===== src/rtl/core_dispatch_scheduler.sv =====
// core_dispatch_scheduler
//   Streams a batch of graph jobs to NUM_CORES connected-count cores. Jobs are
//   handed out round-robin and skip cores that signal back-pressure. The block
//   counts jobs in flight, accumulates the connect counts returned by the cores,
//   and reports completion once every job in the batch has come back.
//
// Ports
//   clk, rst              clock; synchronous active-low reset
//   start                 begin a batch (only honoured in IDLE)
//   botValid/botGraph/botLast/botReady   job stream handshake
//   coreValid, coreGraph  one-hot write strobe and broadcast graph (1-cycle latency)
//   coreSlowDown          per-core almost-full back-pressure
//   coreResultValid, coreConnectCount, coreEcc   per-core result returns
//   busy, done            batch in progress / one-cycle completion pulse
//   totalConnect, jobCount   batch accumulators (held until the next start)
//   eccError, protocolError  sticky error flags for the current batch
//
// Optional feature
//   CORE_DISPATCH_STALL_COUNTER_EN adds output stallCycles, a saturating count of
//   DISPATCH cycles where a job was offered but could not be accepted.
module core_dispatch_scheduler #(
  parameter int NUM_CORES         = 4,
  parameter int SUM_WIDTH         = 48,
  parameter int OUTSTANDING_WIDTH = 12
) (
  input  logic                     clk,
  input  logic                     rst,
  input  logic                     start,
  input  logic                     botValid,
  input  logic [127:0]             botGraph,
  input  logic                     botLast,
  output logic                     botReady,
  output logic [NUM_CORES-1:0]     coreValid,
  output logic [127:0]             coreGraph,
  input  logic [NUM_CORES-1:0]     coreSlowDown,
  input  logic [NUM_CORES-1:0]     coreResultValid,
  input  logic [6*NUM_CORES-1:0]   coreConnectCount,
  input  logic [NUM_CORES-1:0]     coreEcc,
  output logic                     busy,
  output logic                     done,
  output logic [SUM_WIDTH-1:0]     totalConnect,
  output logic [31:0]              jobCount,
  output logic                     eccError,
  output logic                     protocolError
`ifdef CORE_DISPATCH_STALL_COUNTER_EN
  ,
  output logic [31:0]              stallCycles
`endif
);

  localparam int PTR_W     = $clog2(NUM_CORES);
  localparam int POP_W     = $clog2(NUM_CORES + 1);
  localparam int RES_SUM_W = 6 + $clog2(NUM_CORES);
  localparam int NET_W     = OUTSTANDING_WIDTH + 2;

  typedef enum logic [1:0] {
    IDLE     = 2'd0,
    DISPATCH = 2'd1,
    DRAIN    = 2'd2,
    DONE     = 2'd3
  } state_t;

  state_t                       state;
  state_t                       stateNext;
  logic [PTR_W-1:0]             rr;
  logic [OUTSTANDING_WIDTH-1:0] outstanding;

  logic                         anyFree;
  logic [PTR_W-1:0]             chosen;
  logic [PTR_W-1:0]             nextRr;
  logic [NUM_CORES-1:0]         chosenOneHot;
  logic                         accept;
  logic                         startBatch;
  logic [POP_W-1:0]             retCount;
  logic [RES_SUM_W-1:0]         retSum;
  logic signed [NET_W-1:0]      netOut;
  logic                         underflow;
  logic [OUTSTANDING_WIDTH-1:0] outNext;

  function automatic logic [POP_W-1:0] popCount(input logic [NUM_CORES-1:0] v);
    logic [POP_W-1:0] c;
    c = '0;
    for (int i = 0; i < NUM_CORES; i++) c = c + POP_W'(v[i]);
    return c;
  endfunction

  function automatic logic [RES_SUM_W-1:0] sumCounts(input logic [NUM_CORES-1:0]   v,
                                                    input logic [6*NUM_CORES-1:0] cnt);
    logic [RES_SUM_W-1:0] s;
    s = '0;
    for (int i = 0; i < NUM_CORES; i++)
      if (v[i]) s = s + RES_SUM_W'(cnt[6*i +: 6]);
    return s;
  endfunction

  // Round-robin pick: scan offsets high to low so the smallest free offset
  // from rr is the one that sticks.
  always_comb begin
    logic [PTR_W:0] idx;
    anyFree = 1'b0;
    chosen  = '0;
    idx     = '0;
    for (int k = NUM_CORES - 1; k >= 0; k--) begin
      idx = {1'b0, rr} + (PTR_W+1)'(k);
      if (idx >= (PTR_W+1)'(NUM_CORES)) idx = idx - (PTR_W+1)'(NUM_CORES);
      if (!coreSlowDown[idx[PTR_W-1:0]]) begin
        anyFree = 1'b1;
        chosen  = idx[PTR_W-1:0];
      end
    end
  end

  assign nextRr       = (chosen == PTR_W'(NUM_CORES - 1)) ? '0 : chosen + PTR_W'(1);
  assign chosenOneHot = NUM_CORES'(1) << chosen;

  // Ready depends only on registered state and back-pressure, never on botValid.
  assign botReady   = (state == DISPATCH) && anyFree && (outstanding != '1);
  assign accept     = botValid && botReady;
  assign startBatch = (state == IDLE) && start;
  assign busy       = (state == DISPATCH) || (state == DRAIN);
  assign done       = (state == DONE);

  // Net in-flight change; returns beyond what is in flight clamp at zero.
  assign retCount  = popCount(coreResultValid);
  assign retSum    = sumCounts(coreResultValid, coreConnectCount);
  assign netOut    = $signed({2'b00, outstanding}) + $signed(NET_W'(accept))
                     - $signed(NET_W'(retCount));
  assign underflow = netOut < 0;
  assign outNext   = underflow ? '0 : netOut[OUTSTANDING_WIDTH-1:0];

  always_comb begin
    stateNext = state;
    case (state)
      IDLE:     if (start) stateNext = DISPATCH;
      DISPATCH: if (accept && botLast) stateNext = DRAIN;
      DRAIN:    if (outstanding == '0) stateNext = DONE;
      DONE:     stateNext = IDLE;
      default:  stateNext = IDLE;
    endcase
  end

  // Stage boundary: accepted job -> core write strobe and broadcast graph.
  always_ff @(posedge clk) begin
    if (!rst) begin
      state         <= IDLE;
      rr            <= '0;
      outstanding   <= '0;
      coreValid     <= '0;
      coreGraph     <= '0;
      totalConnect  <= '0;
      jobCount      <= '0;
      eccError      <= 1'b0;
      protocolError <= 1'b0;
    end else begin
      state     <= stateNext;
      coreValid <= accept ? chosenOneHot : '0;
      if (accept) begin
        coreGraph <= botGraph;
        rr        <= nextRr;
      end
      if (startBatch) begin
        outstanding   <= '0;
        totalConnect  <= '0;
        jobCount      <= '0;
        eccError      <= 1'b0;
        protocolError <= 1'b0;
      end else if (busy) begin
        outstanding  <= outNext;
        totalConnect <= totalConnect + SUM_WIDTH'(retSum);
        if (accept) jobCount <= jobCount + 32'd1;
        if (underflow) protocolError <= 1'b1;
        if (|(coreEcc & coreResultValid)) eccError <= 1'b1;
      end
    end
  end

`ifdef CORE_DISPATCH_STALL_COUNTER_EN
  always_ff @(posedge clk) begin
    if (!rst) begin
      stallCycles <= '0;
    end else if (startBatch) begin
      stallCycles <= '0;
    end else if ((state == DISPATCH) && botValid && !botReady && (stallCycles != '1)) begin
      stallCycles <= stallCycles + 32'd1;
    end
  end
`endif

endmodule


===== config.mk =====
export PLATFORM = sky130hd
export DESIGN_NAME = core_dispatch_scheduler
export DESIGN_NICKNAME = d
export VERILOG_FILES = /design/src/rtl/core_dispatch_scheduler.sv
export SDC_FILE = /design/constraint.sdc
export NUM_CORES = 1
export LEC_CHECK = 0
export ABC_AREA = 1
export BUFFER_PORTS_ARGS = -buffer_cell sky130_fd_sc_hd__buf_2
export CORE_MARGIN = 2
export CORE_UTILIZATION = 52
export CTS_BUF_LIST = sky130_fd_sc_hd__clkbuf_16
export CTS_CLUSTER_SIZE = 30
export DETAILED_ROUTE_END_ITERATION = 8
export PLACE_DENSITY = 0.9
export SYNTH_ARGS = -nofsm -noshare
export SYNTH_HDL_FRONTEND = slang
export SYNTH_SLANG_ARGS = --single-unit

===== constraint.sdc =====
create_clock -name clk -period 6.3 [get_ports clk]
set_input_delay 0.945 -clock clk [delete_from_list [all_inputs] [get_ports clk]]
set_output_delay 0.945 -clock clk [all_outputs]
set_load 0.05 [all_outputs]

; After elaboration in Yosys (flattened, before gate mapping)
; Cells that the tools add are included.
[totals]
register_bits = 230
in_bits = 169
output_inout_bits = 217
word_cells = 92
[op_classes]
add_sub_neg = 18
magnitude_cmp = 9
n_eq_ne = 8
shifts = 1
mux = 30
bitwise = 2
n_reduce_logical = 15
[op_table]
columns = op, n
row1 = $add 48x8->48, 1
row2 = $add 32x1->32 const B, 1
row3 = $add 8x6->8, 3
row4 = $mux 2, 12
row5 = $mux 8, 3
row6 = $lt 14x1->1 const B, 1
row7 = $sub 13x3->14, 1
row8 = $add 12x1->13, 1
row9 = $logic_not 12->1, 1
row10 = $lt 2x3->1 const B, 4
row11 = $mux 12, 1
row12 = $ne 12x12->1 const B, 1
row13 = $ge 3x3->1 const B, 3
row14 = $bmux 1 s2, 4
row15 = $mux 1, 8
row16 = $pmux 2 s4, 1
row17 = $reduce_and 2->1, 4
row18 = $sub 2x1->2 const B, 4
row19 = $add 2x2->3 const B, 2
row20 = $eq 2x2->1 const B, 3
row21 = $mux 6, 1
row22 = $logic_and 1x1->1, 5
row23 = $and 4x4->4, 1
row24 = $ne 2x1->1 const B, 2
row25 = other kinds (15), 15

; Depth between registers and ports, before layout
[depth]
depth_word = 16
depth_mapped = 38
mapped_depth_nobuf = 38

; Worst setup path after synthesis
; OpenSTA, ideal clock, no wires.
[synth_path]
path_kind = in2reg
startpoint = input coreConnectCount[0]
endpoint = register totalConnect[45]
setup_time_ns = 0.115
t_arrival_ns = 5.235
required_ns = 6.185
slack_ns = 0.951
cell_stages = 30
path_buffers = 0
path_cell_list = nand2_1 -> inv_1 -> ha_1 -> inv_1 -> fa_1 -> o21ai_0 -> inv_1 -> fa_1 -> o21ai_0 -> xnor2_1 -> nand2_1 -> and2_1 -> ha_1 -> nand2_1 -> nand2_1 -> or2_2 -> nand3_1 -> nand2_1 -> ha_1 -> nand2_1 -> a21oi_1 -> nor2_1 -> nand2_1 -> inv_1 -> o21ai_1 -> nand3_1 -> nor2_1 -> nand2_1 -> nand2_1 -> nor2_1
[synth_between]
elab_chain_len = 8
[synth_rtl]
columns = item, line
row1 = "start, declared", 37  ; input logic [6*NUM_CORES-1:0] coreConnectCount,
row2 = $mux 6 *, 92  ; if (v[i]) s = s + RES_SUM_W'(cnt[6*i +: 6]);
row3 = $add 8x6->8, 92
row4 = $mux 8 *, 92
row5 = $add 8x6->8, 92
row6 = $mux 8 *, 92
row7 = $add 8x6->8, 92
row8 = $mux 8 *, 92
row9 = $add 48x8->48 *, 169  ; totalConnect <= totalConnect + SUM_WIDTH'(retSum);
row10 = "end signal, assigned", 169
row11 = "end, declared", 41  ; output logic [SUM_WIDTH-1:0] totalConnect,
; Mark *: on every way between the ends. The rest lies on a longest branch, timed or not.
; A chain may end at the register's enable or synchronous reset.

; Final worst setup path
[layout_path]
startpoint = input coreResultValid[0]
endpoint = register totalConnect[32]
[layout_between]
elab_chain_len = 8
[layout_rtl]
columns = item, line
row1 = "start, declared", 36  ; input logic [NUM_CORES-1:0] coreResultValid,
row2 = $mux 6 *, 92
row3 = $add 8x6->8, 92
row4 = $mux 8 *, 92
row5 = $add 8x6->8, 92
row6 = $mux 8 *, 92
row7 = $add 8x6->8, 92
row8 = $mux 8 *, 92
row9 = $add 48x8->48 *, 169
; Marks and branches as above.

==> out/metrics.csv <==
stage;metric;value;unit
detailed_routing;remaining_drc_errors;0;
min_path;min_path_type;reg -> reg;
sta;fmax;176.2;MHz
yosys;synth_cell_type_count;40;
critical_path;start_kind;primary input;
die;fp-row-count;55;
yosys;synth_area;12060;um2
pwr;p_seq_share;33.4;%
clocking;htreeDepth;1;
sta;timing.final.max_slew_violations;0;
place;gp_congestion;0.9488;
critical_path;path_buf_inv;4;
detailed_routing;dr.first_iter.drc_count;1096;
clocking;post-cts-setup-buffer-count;0;
grt;grt_overflow;0;
pwr;peakVddDrop;0.0002608;V
grt;grt_max_degree;107;
place;placed_area;14080;um2
yosys;yosysSeqAreaShare;38.19;%
sta;setup_viol;0;
critical_path;crit_cells;30;
grt;grt_pass1_vias;11620;
pwr;p_clk_share;26.4;%
detailed_routing;wl;35400;um
flow_run;drv_cap;0;
critical_path;slowest_stage;fa_1;
die;die_area;24420;um2
clocking;cts_buffers;24;
layout;antenna_cells;0;
die;die_h;156.3;um
detailed_routing;num_vias;12870;
sta;worst_slew_pin_slew;1.253;ns
detailed_routing;wl_per_cell;14.68;um
grt;grt_pass1_wl;54770;um
critical_path;worstRegToRegCells;23;
critical_path;path_delay_family;simple AND/OR/NAND/NOR gates;
yosys;synthArstFlopShare;0;%
grt;grt.total_usage;26.85;%
clocking;cts_hold_buf;0;
clocking;insertion_delay;0.52;ns
pwr;comb_power_share;40.2;%
pwr;internal-power;2.979;mW
critical_path;cp-end-kind;flip-flop;
sta;fin_crit_sh;90.09;%
grt;antenna_found_initial;0;
pwr;switching_share;42.04;%
clocking;clock_sinks;230;
detailed_routing;drt-pass1-iter-count;7;
yosys;syn-instance-count;1758;
yosys;synth_ff_type;dfxtp_1;
clocking;cts_tree;yes;
critical_path;crit_fanout;8;
clocking;cts-root-buf;clkbuf_16;
place;hpwl;26190;um
sta;rsz0062_at_grt;no;
clocking;cts-resized-gates;0;
yosys;synth-seq-cells;230;
layout;area_growth;23.07;%
yosys;synth_nets;1995;
layout;design_area;14840;um2
sta;tns;0;ns
critical_path;path_class;in -> reg;
critical_path;rrSetupSlack;1.89;ns
sta;fin_worst_skew;0.01683;ns
place;numPortBuffers;385;
die;die_x;156.3;um
pwr;p_leak;6.949;nW
die;initial_utilization;53.09;%
yosys;syn_area_per_cell;6.858;um2
run_status;outcome;complete, no violations;
critical_path;critPathCapture;totalConnect[32];
critical_path;cp_slowest_stage_delay;0.44;ns
critical_path;rr_startpoint;rr[0];
critical_path;r2r_end;outstanding[8];
detailed_routing;avgViaCountPerCell;5.337;
sta;finalHoldViolations;0;
die;core;22710;um2
detailed_routing;antenna_left;0;
layout;drive_gt1_share;20.92;%
die;io_pins;386;
yosys;yosys_warnings;0;
layout;final_nets;2346;
critical_path;required;6.67;ns
critical_path;arrival;6.04;ns
clocking;clk_path_buf_depth;3;
sta;slew-limit-headroom;16.38;%
min_path;hold_depth;2;
clocking;clkTransAtPathRegs;0.06;ns
pwr;power.density;346.4;nW/um2
critical_path;cpMostUsedCell;nand2_1;
critical_path;setup.worst_path.start;coreResultValid[0];
pwr;power.switching;2.161;mW
yosys;synth_edf_count;0;
sta;final.min_clock_period;5.676;ns
==> cell usage after synthesis (3+ instances only) <==
cell	count	area, um2
a21boi_0	3	22.52
o21ai_1	5	25.02
nor4_1	4	25.02
a21oi_1	223	1116
dfxtp_1	230	4604
xor2_1	29	254.0
o21ai_0	50	250.2
buf_2	21	105.1
ha_1	58	725.7
clkbuf_1	32	120.1
inv_1	173	649.4
nand3b_1	5	37.54
xnor2_1	12	105.1
a31oi_1	5	31.28
or2_2	8	50.05
nand3_1	74	370.4
o21a_1	4	30.03
buf_4	14	105.1
nand4_1	33	206.5
nor3_1	40	200.2
inv_2	4	15.01
nand2_1	581	2181
fa_1	10	200.2
o21bai_1	6	45.04
nor2_1	113	424.2
==> worst reg2reg max path: stages (launching register included) <==
cell	delay (ns)
dfxtp_1	0.64
inv_2	0.13
nand2_1	0.09
nand2_1	0.09
nand2_1	0.08
nand2_1	0.08
nand3_2	0.16
nand3_4	0.33
fa_1	0.56
inv_1	0.07
ha_1	0.13
inv_1	0.05
fa_1	0.39
inv_1	0.07
ha_1	0.18
fa_1	0.22
nor2_1	0.07
o21bai_1	0.26
a21oi_1	0.12
o21ai_0	0.22
xor2_1	0.17
nand2_1	0.06
nand2_1	0.07
nor2_1	0.03
==> kinds of logic (layout without fill, tap and decap cells) <==
kind of cell	count (synthesis)	after routing	synth area share (%)
AND/OR/NAND/NOR	866	866	29.50
AO/OA/AOI/OAI	307	307	13.34
buffers and inverters	246	615	8.312
flip-flops	230	230	38.19
adder cells (fa/ha/maj)	68	68	7.680
XOR/XNOR	41	41	2.978
==> worst min-delay path by stage <==
stage | to | from | slack, ns
finish | eccError | eccError | 0.44
global route | coreGraph[48] | coreGraph[48] | 0.48
CTS | eccError | eccError | 0.45
detailed placement | eccError | eccError | 0.44
global placement | eccError | eccError | 0.44
floorplan | outstanding[3] | outstanding[3] | 0.46
==> registers in the layout (all words and copies together) (netlist names) <==
name           count
outstanding       12
protocolError      1
totalConnect      48
coreValid          4
state              2
rr                 2
eccError           1
jobCount          32
coreGraph        128
==> cell type report <==
cell class	count	area, um2
Tap cell	285	356.6
Fill cell	1942	7871
Clock inverter	20	157.7
Multi-Input combinational cell	1282	6461
Clock buffer	24	600.6
Inverter	178	670.6
Sequential cell	230	4604
Timing Repair Buffer	393	1987
==> per-stage QoR <==
stage / worst slack (ns) / power (mW) / util, % / hold slack [ns] / std cells
2_1_floorplan: 0.9507 / 3.322 / - / 0.4582 / 1758
3_3_place_gp: 0.3719 / 3.722 / 62.00 / 0.4357 / 2368
3_5_place_dp: 0.1496 / 3.789 / 62.00 / 0.4396 / 2368
4_1_cts: 0.6948 / 5.154 / 65.34 / 0.4486 / 2412
5_1_grt: 0.1504 / 5.442 / 65.34 / 0.4767 / 2412
6_report: 0.6240 / 5.139 / 65.34 / 0.4445 / 2412
==> power by group through the flow <==
stage	Clock, mW	Sequential, mW	Combinational [mW]
2_1_floorplan	0	2.19	1.13
3_5_place_dp	0	1.75	2.04
4_1_cts	1.38	1.72	2.06
3_3_place_gp	0	1.74	1.98
5_1_grt	1.44	1.74	2.27
6_report	1.36	1.72	2.07
==> placed cells by master, fill, tap and decap left out, types with 9 or more instances in the layout <==
| master | n |
|---|---|
| nand2_1 | 581 |
| buf_2 | 385 |
| dfxtp_1 | 230 |
| a21oi_1 | 222 |
| inv_1 | 176 |
| nor2_1 | 113 |
| nand3_1 | 74 |
| ha_1 | 58 |
| o21ai_0 | 50 |
| nor3_1 | 40 |
| nand4_1 | 33 |
| xor2_1 | 29 |
| clkbuf_16 | 24 |
| xnor2_1 | 12 |
| fa_1 | 10 |
| clkinv_1 | 9 |
==> metal layers <==
layer  vias to the layer above  global-route usage [%]  share of wire, %
li1                       6383                       -                 -
met1                      5762                   33.27                40
met2                       618                   46.78                47
met3                       111                   4.929               9.4
met4                         0                   9.480               3.4
met5                         -                       0                 0
(Power assumes the default switching activity.)
